## src/rtl/offset_search_ctrl_pkg.sv

```systemverilog
// Shared widths, default search limits and FSM state encodings for offset_search_ctrl.
package offset_search_ctrl_pkg;

  localparam int unsigned MAX_OFFSET_WIDTH   = 2;
  localparam int unsigned FRAME_BITSUM_WIDTH = 10;

  localparam int unsigned DEF_X_MAX = (1 << MAX_OFFSET_WIDTH) - 1;
  localparam int unsigned DEF_Y_MAX = (1 << MAX_OFFSET_WIDTH) - 1;

  localparam logic [2:0] OSC_IDLE    = 3'd0;
  localparam logic [2:0] OSC_ISSUE   = 3'd1;
  localparam logic [2:0] OSC_WAIT    = 3'd2;
  localparam logic [2:0] OSC_UPDATE  = 3'd3;
  localparam logic [2:0] OSC_ADVANCE = 3'd4;
  localparam logic [2:0] OSC_FINISH  = 3'd5;
  localparam logic [2:0] OSC_DRAIN   = 3'd6;

endpackage

```

## src/rtl/min_sum_tracker.sv

```systemverilog
// Running minimum of correlation sums with the offset that produced it (strict-less update).
module min_sum_tracker
  import offset_search_ctrl_pkg::*;
#(
  parameter int unsigned OFS_W = MAX_OFFSET_WIDTH,
  parameter int unsigned SUM_W = FRAME_BITSUM_WIDTH + 1
) (
  input  logic             i_clk,
  input  logic             i_reset,
  input  logic             i_clear,
  input  logic             i_sample_en,
  input  logic [SUM_W-1:0] i_sum,
  input  logic [OFS_W-1:0] i_x,
  input  logic [OFS_W-1:0] i_y,
  output logic [SUM_W-1:0] o_run_min,
  output logic [OFS_W-1:0] o_run_x,
  output logic [OFS_W-1:0] o_run_y
);

  logic [SUM_W-1:0] r_min;
  logic [OFS_W-1:0] r_x;
  logic [OFS_W-1:0] r_y;

  // Strict compare keeps the earliest candidate in raster order on ties.
  always_ff @(posedge i_clk or posedge i_reset) begin
    if (i_reset) begin
      r_min <= '1;
      r_x   <= '0;
      r_y   <= '0;
    end else if (i_clear) begin
      r_min <= '1;
      r_x   <= '0;
      r_y   <= '0;
    end else if (i_sample_en && (i_sum < r_min)) begin
      r_min <= i_sum;
      r_x   <= i_x;
      r_y   <= i_y;
    end
  end

  assign o_run_min = r_min;
  assign o_run_x   = r_x;
  assign o_run_y   = r_y;

endmodule

```

## src/rtl/offset_search_ctrl.sv

```systemverilog
// Sweeps the correlator over every (x,y) offset and reports the minimum-sum offset.
// Optional build macro ZERO_SUM_EXIT_EN: a zero sum ends the sweep early.
module offset_search_ctrl
  import offset_search_ctrl_pkg::*;
#(
  parameter int unsigned OFS_W = MAX_OFFSET_WIDTH,
  parameter int unsigned SUM_W = FRAME_BITSUM_WIDTH + 1,
  parameter int unsigned X_MAX = (1 << OFS_W) - 1,
  parameter int unsigned Y_MAX = (1 << OFS_W) - 1
) (
  input  logic             i_clk,
  input  logic             i_reset,
  input  logic             i_start,
  input  logic             i_abort,
  input  logic             i_frame_sel,
  output logic             o_busy,
  output logic             o_done,
  output logic             o_corr_go,
  output logic [OFS_W-1:0] o_corr_x_offset,
  output logic [OFS_W-1:0] o_corr_y_offset,
  output logic             o_corr_frame_sel,
  input  logic [SUM_W-1:0] i_corr_sum,
  input  logic             i_corr_done,
  output logic [OFS_W-1:0] o_best_x,
  output logic [OFS_W-1:0] o_best_y,
  output logic [SUM_W-1:0] o_best_sum,
  output logic             o_result_valid
);

  localparam logic [OFS_W-1:0] L_X_MAX = OFS_W'(X_MAX);
  localparam logic [OFS_W-1:0] L_Y_MAX = OFS_W'(Y_MAX);

  logic [2:0]       r_state;
  logic [2:0]       w_state_nxt;
  logic [OFS_W-1:0] r_x;
  logic [OFS_W-1:0] r_y;
  logic             r_frame_sel;
  logic [SUM_W-1:0] r_sample;
  logic [OFS_W-1:0] r_best_x;
  logic [OFS_W-1:0] r_best_y;
  logic [SUM_W-1:0] r_best_sum;
  logic             r_valid;
  logic [SUM_W-1:0] w_run_min;
  logic [OFS_W-1:0] w_run_x;
  logic [OFS_W-1:0] w_run_y;
  logic             w_accept;
  logic             w_last;

  assign w_accept = (r_state == OSC_IDLE) && i_start;
  assign w_last   = (r_x == L_X_MAX) && (r_y == L_Y_MAX);

  always_comb begin
    w_state_nxt = r_state;
    case (r_state)
      OSC_IDLE:    if (i_start) w_state_nxt = OSC_ISSUE;
      OSC_ISSUE:   w_state_nxt = i_abort ? OSC_IDLE : OSC_WAIT;
      // Abort coinciding with done has nothing left in flight to drain.
      OSC_WAIT: begin
        if (i_abort)          w_state_nxt = i_corr_done ? OSC_IDLE : OSC_DRAIN;
        else if (i_corr_done) w_state_nxt = OSC_UPDATE;
      end
      OSC_UPDATE: begin
        if (i_abort) w_state_nxt = OSC_IDLE;
`ifdef ZERO_SUM_EXIT_EN
        else if (r_sample == '0) w_state_nxt = OSC_FINISH;
`endif
        else w_state_nxt = OSC_ADVANCE;
      end
      OSC_ADVANCE: begin
        if (i_abort)     w_state_nxt = OSC_IDLE;
        else if (w_last) w_state_nxt = OSC_FINISH;
        else             w_state_nxt = OSC_ISSUE;
      end
      OSC_FINISH:  w_state_nxt = OSC_IDLE;
      OSC_DRAIN:   if (i_corr_done) w_state_nxt = OSC_IDLE;
      default:     w_state_nxt = OSC_IDLE;
    endcase
  end

  always_ff @(posedge i_clk or posedge i_reset) begin
    if (i_reset) begin
      r_state     <= OSC_IDLE;
      r_x         <= '0;
      r_y         <= '0;
      r_frame_sel <= 1'b0;
      r_sample    <= '0;
      r_best_x    <= '0;
      r_best_y    <= '0;
      r_best_sum  <= '1;
      r_valid     <= 1'b0;
    end else begin
      r_state <= w_state_nxt;
      if (w_accept) begin
        r_x         <= '0;
        r_y         <= '0;
        r_frame_sel <= i_frame_sel;
        r_valid     <= 1'b0;
      end
      if ((r_state == OSC_WAIT) && i_corr_done && !i_abort) r_sample <= i_corr_sum;
      if ((r_state == OSC_ADVANCE) && !i_abort && !w_last) begin
        if (r_x == L_X_MAX) begin
          r_x <= '0;
          r_y <= r_y + 1'b1;
        end else begin
          r_x <= r_x + 1'b1;
        end
      end
      if (r_state == OSC_FINISH) begin
        r_best_x   <= w_run_x;
        r_best_y   <= w_run_y;
        r_best_sum <= w_run_min;
        r_valid    <= 1'b1;
      end
    end
  end

  min_sum_tracker #(
    .OFS_W(OFS_W),
    .SUM_W(SUM_W)
  ) u_tracker (
    .i_clk       (i_clk),
    .i_reset     (i_reset),
    .i_clear     (w_accept),
    .i_sample_en (r_state == OSC_UPDATE),
    .i_sum       (r_sample),
    .i_x         (r_x),
    .i_y         (r_y),
    .o_run_min   (w_run_min),
    .o_run_x     (w_run_x),
    .o_run_y     (w_run_y)
  );

  // Go is withheld on an abort in ISSUE so no correlator run is left orphaned.
  assign o_corr_go        = (r_state == OSC_ISSUE) && !i_abort;
  assign o_busy           = (r_state != OSC_IDLE);
  assign o_done           = (r_state == OSC_FINISH);
  assign o_corr_x_offset  = r_x;
  assign o_corr_y_offset  = r_y;
  assign o_corr_frame_sel = r_frame_sel;
  assign o_best_x         = r_best_x;
  assign o_best_y         = r_best_y;
  assign o_best_sum       = r_best_sum;
  assign o_result_valid   = r_valid;

endmodule

```

## config.mk

```make
export PLATFORM = sky130hd
export DESIGN_NAME = offset_search_ctrl
export DESIGN_NICKNAME = d
export VERILOG_FILES = /design/src/rtl/offset_search_ctrl_pkg.sv /design/src/rtl/min_sum_tracker.sv /design/src/rtl/offset_search_ctrl.sv
export SDC_FILE = /design/constraint.sdc
export NUM_CORES = 1
export LEC_CHECK = 0
export CAP_MARGIN = 20
export CELL_PAD_IN_SITES_DETAIL_PLACEMENT = 0
export CELL_PAD_IN_SITES_GLOBAL_PLACEMENT = 1
export CORE_ASPECT_RATIO = 0.9
export CORE_MARGIN = 2
export CORE_UTILIZATION = 38
export DETAILED_ROUTE_END_ITERATION = 10
export GPL_TIMING_DRIVEN = 0
export PLACE_DENSITY = 0.79
export SYNTH_ARGS = -nofsm -noshare
export SYNTH_HDL_FRONTEND = slang
export SYNTH_HIERARCHICAL = 1
export SYNTH_SLANG_ARGS = --single-unit
export TNS_END_PERCENT = 100
```

## constraint.sdc

```tcl
create_clock -name i_clk -period 2.03 [get_ports i_clk]
set_clock_uncertainty 0.05 [all_clocks]
set_input_delay 0.406 -clock i_clk [delete_from_list [all_inputs] [get_ports i_clk]]
set_output_delay 0.406 -clock i_clk [all_outputs]
set_load 0.005 [all_outputs]
```

# Word-level counts from Yosys, hierarchy flattened
# Index checks and enable logic that the tools add are counted.
# totals
reg_bits	50
output_inout_bits	24
# classes
addsub	2
n_lt_le_gt_ge	1
n_reduce_logical	16
n_mux	24
n_eq_ne	11
# op_table
cell	count
3-bit two-way mux	8
11-bit two-way mux	2
2-bit two-way mux	11
3-bit one-hot mux with 6 select lines	1
11-bit < comparator	1
3-bit == test, second input constant	3
1-bit logical AND	8
3-bit by 2-bit == test with 1-bit output, second input constant	2
2-bit nonzero test	3
2-bit by 1-bit adder with 2-bit output, second input constant	2
2-bit == test, second input constant	2
2-bit != test, second input constant	2
3-bit by 1-bit == test with 1-bit output, second input constant	1
3-bit zero test	1
3-bit != test, second input constant	1
3-bit AND reduction	1
3-bit nonzero test	1
1-bit zero test	2
1-bit two-way mux	2

# Longest topological paths before layout
# logic_depth
depth_word	5
depth_mapped	8

# Hierarchy
# Netlist, hierarchy kept.
# by_module_without_submodules
mod	n_inst	seq_area_each_um2	area_per_inst_um2	cells_each
offset_search_ctrl	1	889.6	1491.4	108
min_sum_tracker	1	389.1	983.4	102

# Worst setup path before layout
# Ideal clock, no wire load.
# synth_path
path_kind	register -> register
from	reg u_tracker.r_min[10] (netlist: u_tracker/o_run_min[10])
to	reg u_tracker.r_min[10] (netlist: u_tracker/o_run_min[10])
path_stages_with_launch	8
n_path_buf	1
required_time_ns	1.905
t_arrival_ns	1.996
path_slack_ns	-0.091
setup_ns	0.075
cell_sequence	dfstp_2 -> inv_1 -> ha_1 -> a211oi_2 -> o221ai_2 -> a211oi_4 -> buf_8 -> mux2i_1
# synth_via
elab_chain_cells	3
# synth_rtl
element	line	source
start, declared	min_sum_tracker.sv:20	logic [SUM_W-1:0] r_min;
start signal, assigned	min_sum_tracker.sv:35	r_min <= i_sum;
11-bit < comparator	min_sum_tracker.sv:34	end else if (i_sample_en && (i_sum < r_min)) begin
1-bit logical AND	min_sum_tracker.sv:34	
2-bit nonzero test (no line)	-	
# No other way between the ends.
# A chain may end at the register's enable or synchronous reset.

# Worst setup path in the final report
# layout_path
from	reg u_tracker.r_min[10] (netlist: u_tracker/o_run_min[10])
to	reg u_tracker.r_min[8] (netlist: u_tracker/o_run_min[8])
# The elaborated chain is that of the path after synthesis.

==> results.sh <==
export IMPL_fin_cells=354
export IMPL_wl_per_cell_um=14.01
export IMPL_clock_sinks=50
export IMPL_drt_total_wl_mm=4.961
export IMPL_die_area_sq_um=7175
export IMPL_netlist_instances=210
export IMPL_cp_end_kind="flop"
export IMPL_hold_ws_ns=0.4308
export IMPL_syn_area_sq_um=2475
export IMPL_die_h_um=80.56
export IMPL_via_per_inst=4.746
export IMPL_drc_errors=0
export IMPL_start_util=0.3981
export IMPL_period_minus_slack_ns=2.011
export IMPL_cp_required_ns=2.21
export IMPL_worst_slew_pin_slew_ns=0.6321
export IMPL_rsz0062_at_grt="yes"
export IMPL_hold_viol=0
export IMPL_rows=27
export IMPL_drive_gt1_frac=0.3596
export IMPL_start_kind="flop"
export IMPL_worstSkewPairLatency_ns=0.31
export IMPL_tritoncts="yes"
export IMPL_grt_pass1_vias=1667
export IMPL_dp_cells=338
export IMPL_seq_area_frac_synth=0.5167
export IMPL_ios=41
export IMPL_ctsHoldBuffers=0
export IMPL_core_sq_um=6216
export IMPL_hold_path_class="reg -> reg"
export IMPL_synth_area_per_cell_sq_um=11.79
export IMPL_cap_violations=0
export IMPL_maxSlewHeadroom=0.5781
export IMPL_synth_edf_count=0
export IMPL_leakagePower_uw=0.001470
export IMPL_grt_usage=0.1560
export IMPL_timing_rr_start="u_tracker/o_run_min[10]$_DFFE_PP1P_"
export IMPL_finalMaxSlewViolations=0
export IMPL_htree_levels=2
export IMPL_ys_types=35
export IMPL_clockBufferDepth=2
export IMPL_synth_seq_cells=50
export IMPL_grt_max_degree=23
export IMPL_syn_to_final_growth_pct=32.76
export IMPL_crit_type="reg -> reg"
export IMPL_ys_warn_count=6
export IMPL_dr_pass1_iters=7
export IMPL_die_x_um=89.07
export IMPL_vias=1680
export IMPL_arrival_ns=2.19
export IMPL_period_share=0.9907
export IMPL_antenna_cells=0
export IMPL_min_from="o_result_valid$_DFFE_PP0P_"
export IMPL_peakVddDrop_v=0.0008160
export IMPL_clk_pin_slew_ns=0.10
export IMPL_drtAntennaViolNets=0
export IMPL_powerDensity_nw_per_um2=1324
export IMPL_fin_nets=295
export IMPL_final_common_cell="clkdlybuf4s50_1"
export IMPL_final_cell_mix="clkdlybuf4s50_1, mux2_2, dfrtp_1"
export IMPL_grt_pass1_wl_mm=8.231
export IMPL_setup_viol_count_final=0
export IMPL_gp_congestion=0.7768
export IMPL_synthesis_nets=239
export IMPL_synth_flop_cell="dfrtp_1"
export IMPL_max_freq_mhz=497.2
export IMPL_antenna_found_initial=0
export IMPL_synthArstFlopShare=1.000
export IMPL_io_buffers=40
export IMPL_dp_hpwl_mm=3.374
export IMPL_cts_root_buf="clkbuf_8"
export IMPL_rrSetupSlack_ns=0.02
export IMPL_drt_iter0_drc=84
export IMPL_cp_startpoint="u_tracker/o_run_min[10]$_DFFE_PP1P_"
export IMPL_status="completed"
export IMPL_overflow=0
export IMPL_crit_fanout=5
export IMPL_cts_made_buffers=5
## where the power goes
part	leakage [uW]	total [uW]	internal, uW	switching (uW)
sequential	0.000595	1850	1540	306
combinational	0.000823	1800	1030	772
clock	0.0000514	702	368	334
total	0.00147	4350	2940	1410
## cells in the mapped netlist, types with 2 or more instances
| master | n | area [sq um] |
|---|---|---|
| a21oi_1 | 6 | 30.03 |
| dfstp_2 | 22 | 578.1 |
| nand2b_1 | 10 | 62.56 |
| mux2i_1 | 18 | 180.2 |
| ha_1 | 12 | 150.1 |
| nand2_1 | 12 | 45.04 |
| nor2b_1 | 2 | 12.51 |
| inv_1 | 17 | 63.81 |
| clkbuf_1 | 5 | 18.77 |
| dfrtp_1 | 28 | 700.7 |
| nor2_1 | 24 | 90.09 |
| o21ai_0 | 3 | 15.01 |
| mux2_2 | 27 | 304.0 |
| buf_2 | 3 | 15.01 |
## metrics by stage
| stage | worst slack (ns) | utilization | setup TNS (ns) | power [uW] | cell area [sq um] |
|---|---|---|---|---|---|
| after global routing | -0.08858 | 0.5286 | -0.7007 | 4682 | 3286 |
| after CTS | 0.003771 | 0.5326 | 0 | 4373 | 3311 |
| after floorplan | 0.02762 | - | 0 | 2773 | 2487 |
| after detailed placement | -0.4554 | 0.4865 | -8.357 | 3408 | 3024 |
| final | 0.01888 | 0.5286 | 0 | 4351 | 3286 |
| after global placement | -0.4432 | 0.4821 | -10.73 | 3349 | 2997 |
## what timing repair did
action                                  in CTS  in global routing
cloned                                       1                  0
setup buffers                               12                  0
pin swaps                                    9                  0
resized for setup                           24                  7
endpoints found under the setup margin      18                 15
## layout make-up
cell class | instances | area, sq um
Fill cell | 576 | 2930
Sequential cell | 50 | 1281
Multi-Input combinational cell | 133 | 1164
Timing Repair Buffer | 53 | 520.5
Tap cell | 87 | 108.9
Clock buffer | 6 | 72.57
Inverter | 17 | 63.81
Clock inverter | 2 | 37.54
Buffer | 6 | 37.54
## final timing paths
| check | endpoint | cells past startpoint |
|---|---|---|
| setup / recovery | u_tracker/o_run_min[8]$_DFFE_PP1P_ | 7 |
| hold / removal | o_result_valid$_DFFE_PP0P_ | 2 |
| setup reg to reg | u_tracker/o_run_min[8]$_DFFE_PP1P_ | 7 |
| hold reg to reg | o_result_valid$_DFFE_PP0P_ | 2 |
| max in group asynchronous | o_best_sum[10]$_DFFE_PP1P_ | 3 |
| min in group asynchronous | u_tracker/o_run_y[0]$_DFFE_PP0P_ | 2 |
## worst max-delay path, cell delays in order (launching register included)
cell	delay (ns)
dfstp_2	0.57
inv_2	0.05
ha_4	0.22
a211oi_4	0.22
o221ai_2	0.15
a211oi_4	0.28
buf_6	0.19
mux2i_1	0.21
## kinds of logic after synthesis
logic type / count (synthesis) / synth area share
adders and majority gates: 12 / 0.06067
buffers and inverters: 27 / 0.05005
AOI/OAI and AO/OA: 16 / 0.05056
DFF: 50 / 0.5167
and+or+nand+nor: 60 / 0.1264
muxes: 45 / 0.1957
## layer usage
layer | vias to the layer above | routed length [um] | track usage
li1 | 820 | - | -
met1 | 824 | 2461 | 0.2161
met2 | 34 | 2334 | 0.2373
met3 | 2 | 135 | 0.04111
met4 | 0 | 29 | 0.04925
met5 | - | 0 | 0
## state kept, by name, summed over array words and instances (netlist names)
| name | flops |
|---|---|
| o_best_y | 2 |
| u_tracker/o_run_min | 11 |
| o_best_sum | 11 |
| o_result_valid | 1 |
| o_best_x | 2 |
| o_corr_x_offset | 2 |
| r_sample | 11 |
| u_tracker/o_run_y | 2 |
| r_state | 3 |
| u_tracker/o_run_x | 2 |
| o_corr_frame_sel | 1 |
| o_corr_y_offset | 2 |
Power figures use the tool's default switching activity.
==> patch, RTL diff (same settings) <==
`FRAME_BITSUM_WIDTH`: 10 -> 11.
--- a/src/rtl/offset_search_ctrl_pkg.sv
+++ b/src/rtl/offset_search_ctrl_pkg.sv
@@ -2,7 +2,7 @@
 package offset_search_ctrl_pkg;
 
   localparam int unsigned MAX_OFFSET_WIDTH   = 2;
-  localparam int unsigned FRAME_BITSUM_WIDTH = 10;
+  localparam int unsigned FRAME_BITSUM_WIDTH = 11;
 
   localparam int unsigned DEF_X_MAX = (1 << MAX_OFFSET_WIDTH) - 1;
   localparam int unsigned DEF_Y_MAX = (1 << MAX_OFFSET_WIDTH) - 1;
Interface: changed (resized i_corr_sum and o_best_sum); port bits go from 41 to 43. No check against the original RTL was run, so the function may have changed too.
==> patch against the original RTL <==
- hold slack better by 0.016 ns
- sequential power is 7% higher
- sequential cell count is 3 higher
- setup slack better by 0.0034 ns
- total power is 3.9% higher
- critical path depth stayed put
- routed wire length is 6.5% higher
- cell area is 4.6% higher
- area after synthesis is 5.8% higher
- critical endpoint is now u_tracker/o_run_min[3]
==> patch: results <==
metrics = {
    "finish": {
        "nMultiInputCombCells": 144,
        "inverters": 18,
        "fill_cells": 613,
        "clkCellAreaFrac": 0.0262,
        "fin_nets": 311,
        "buffers": 58,
        "buffer_area_frac": 0.158,
    },
    "global_route": {
        "grt_max_degree": 38,
        "grt_util_all_layers": 0.148,
        "grtUsageMet3": 0.0299,
        "grt_pass1_vias": 1728,
        "grt_first_pass_wirelength_mm": 8.50,
        "use_met2": 0.243,
        "use_met1": 0.195,
    },
    "detailed_routing": {
        "dr.pass1.iters": 4,
        "wl_per_cell_um": 14.2,
        "wl_met3_um": 143,
        "wl_met1_mm": 2.64,
        "drtIter0Drc": 30,
        "route.met2.wl_mm": 2.43,
        "viasPerCell": 4.73,
    },
    "run_status": {
        "status": "finished, final reports clean",
    },
    "place": {
        "place_congestion": 0.728,
        "dp_hpwl_mm": 3.52,
        "port_buffers": 42,
    },
    "synthesis": {
        "synth_adder_area_share": 0.0621,
        "ys_seq_elements": 53,
        "synthMuxAreaShare": 0.197,
        "yosysSeqAreaShare": 0.518,
        "ys_top_cells_by_count": "30 x nor2_1, 29 x dfrtp_1, 27 x mux2_2",
        "synth-compound-area-share": 0.0464,
        "synth_cell_type_count": 33,
        "synth_fp_nets": 256,
        "ys_top_cells_by_area": "dfrtp_1 28%, dfstp_2 24%, mux2_2 12%, mux2i_1 7.3%, ha_1 6.2%",
    },
    "critical_path": {
        "cp-endpoint": "u_tracker/o_run_min[3]",
        "critPathLaunch": "u_tracker/o_run_min[1]",
        "worst-path-max-fanout": 6,
    },
    "pwr": {
        "sw_frac_of_total": 0.333,
        "p_leak_nw": 1.53,
    },
    "sta": {
        "hold_ws_ns": 0.447,
        "relSlewSlack": 0.474,
    },
    "clock_tree": {
        "cts_resized": 19,
    },
}
[patch: changes by cell type after synthesis, moves of 2 or more]
cell,change
mux2_1,+2
nor2_1,+6
nor2b_1,-2
dfstp_2,+2
nand2_1,+3
[patch: power by group through the flow]
stage / Sequential, W / Combinational (W) / Clock (W)
global placement: 0.00196 / 0.00169 / 0
detailed placement: 0.00197 / 0.00172 / 0
global route: 0.00205 / 0.00213 / 0.000683
floorplan: 0.00191 / 0.00113 / 0
CTS: 0.00198 / 0.00177 / 0.000643
finish: 0.00198 / 0.00192 / 0.000619
[patch: through the flow]
step            util  std cells  power (W)  setup WS [ns]  instance area (um^2)
2_1_floorplan      -        225    0.00303        -0.0509                  2680
3_3_place_gp   0.485        357    0.00365         -0.495                  3210
3_5_place_dp   0.485        357    0.00370         -0.560                  3210
4_1_cts        0.508        368    0.00439      -0.000975                  3360
5_1_grt        0.519        371    0.00486        -0.0978                  3440
6_report       0.519        371    0.00452         0.0223                  3440
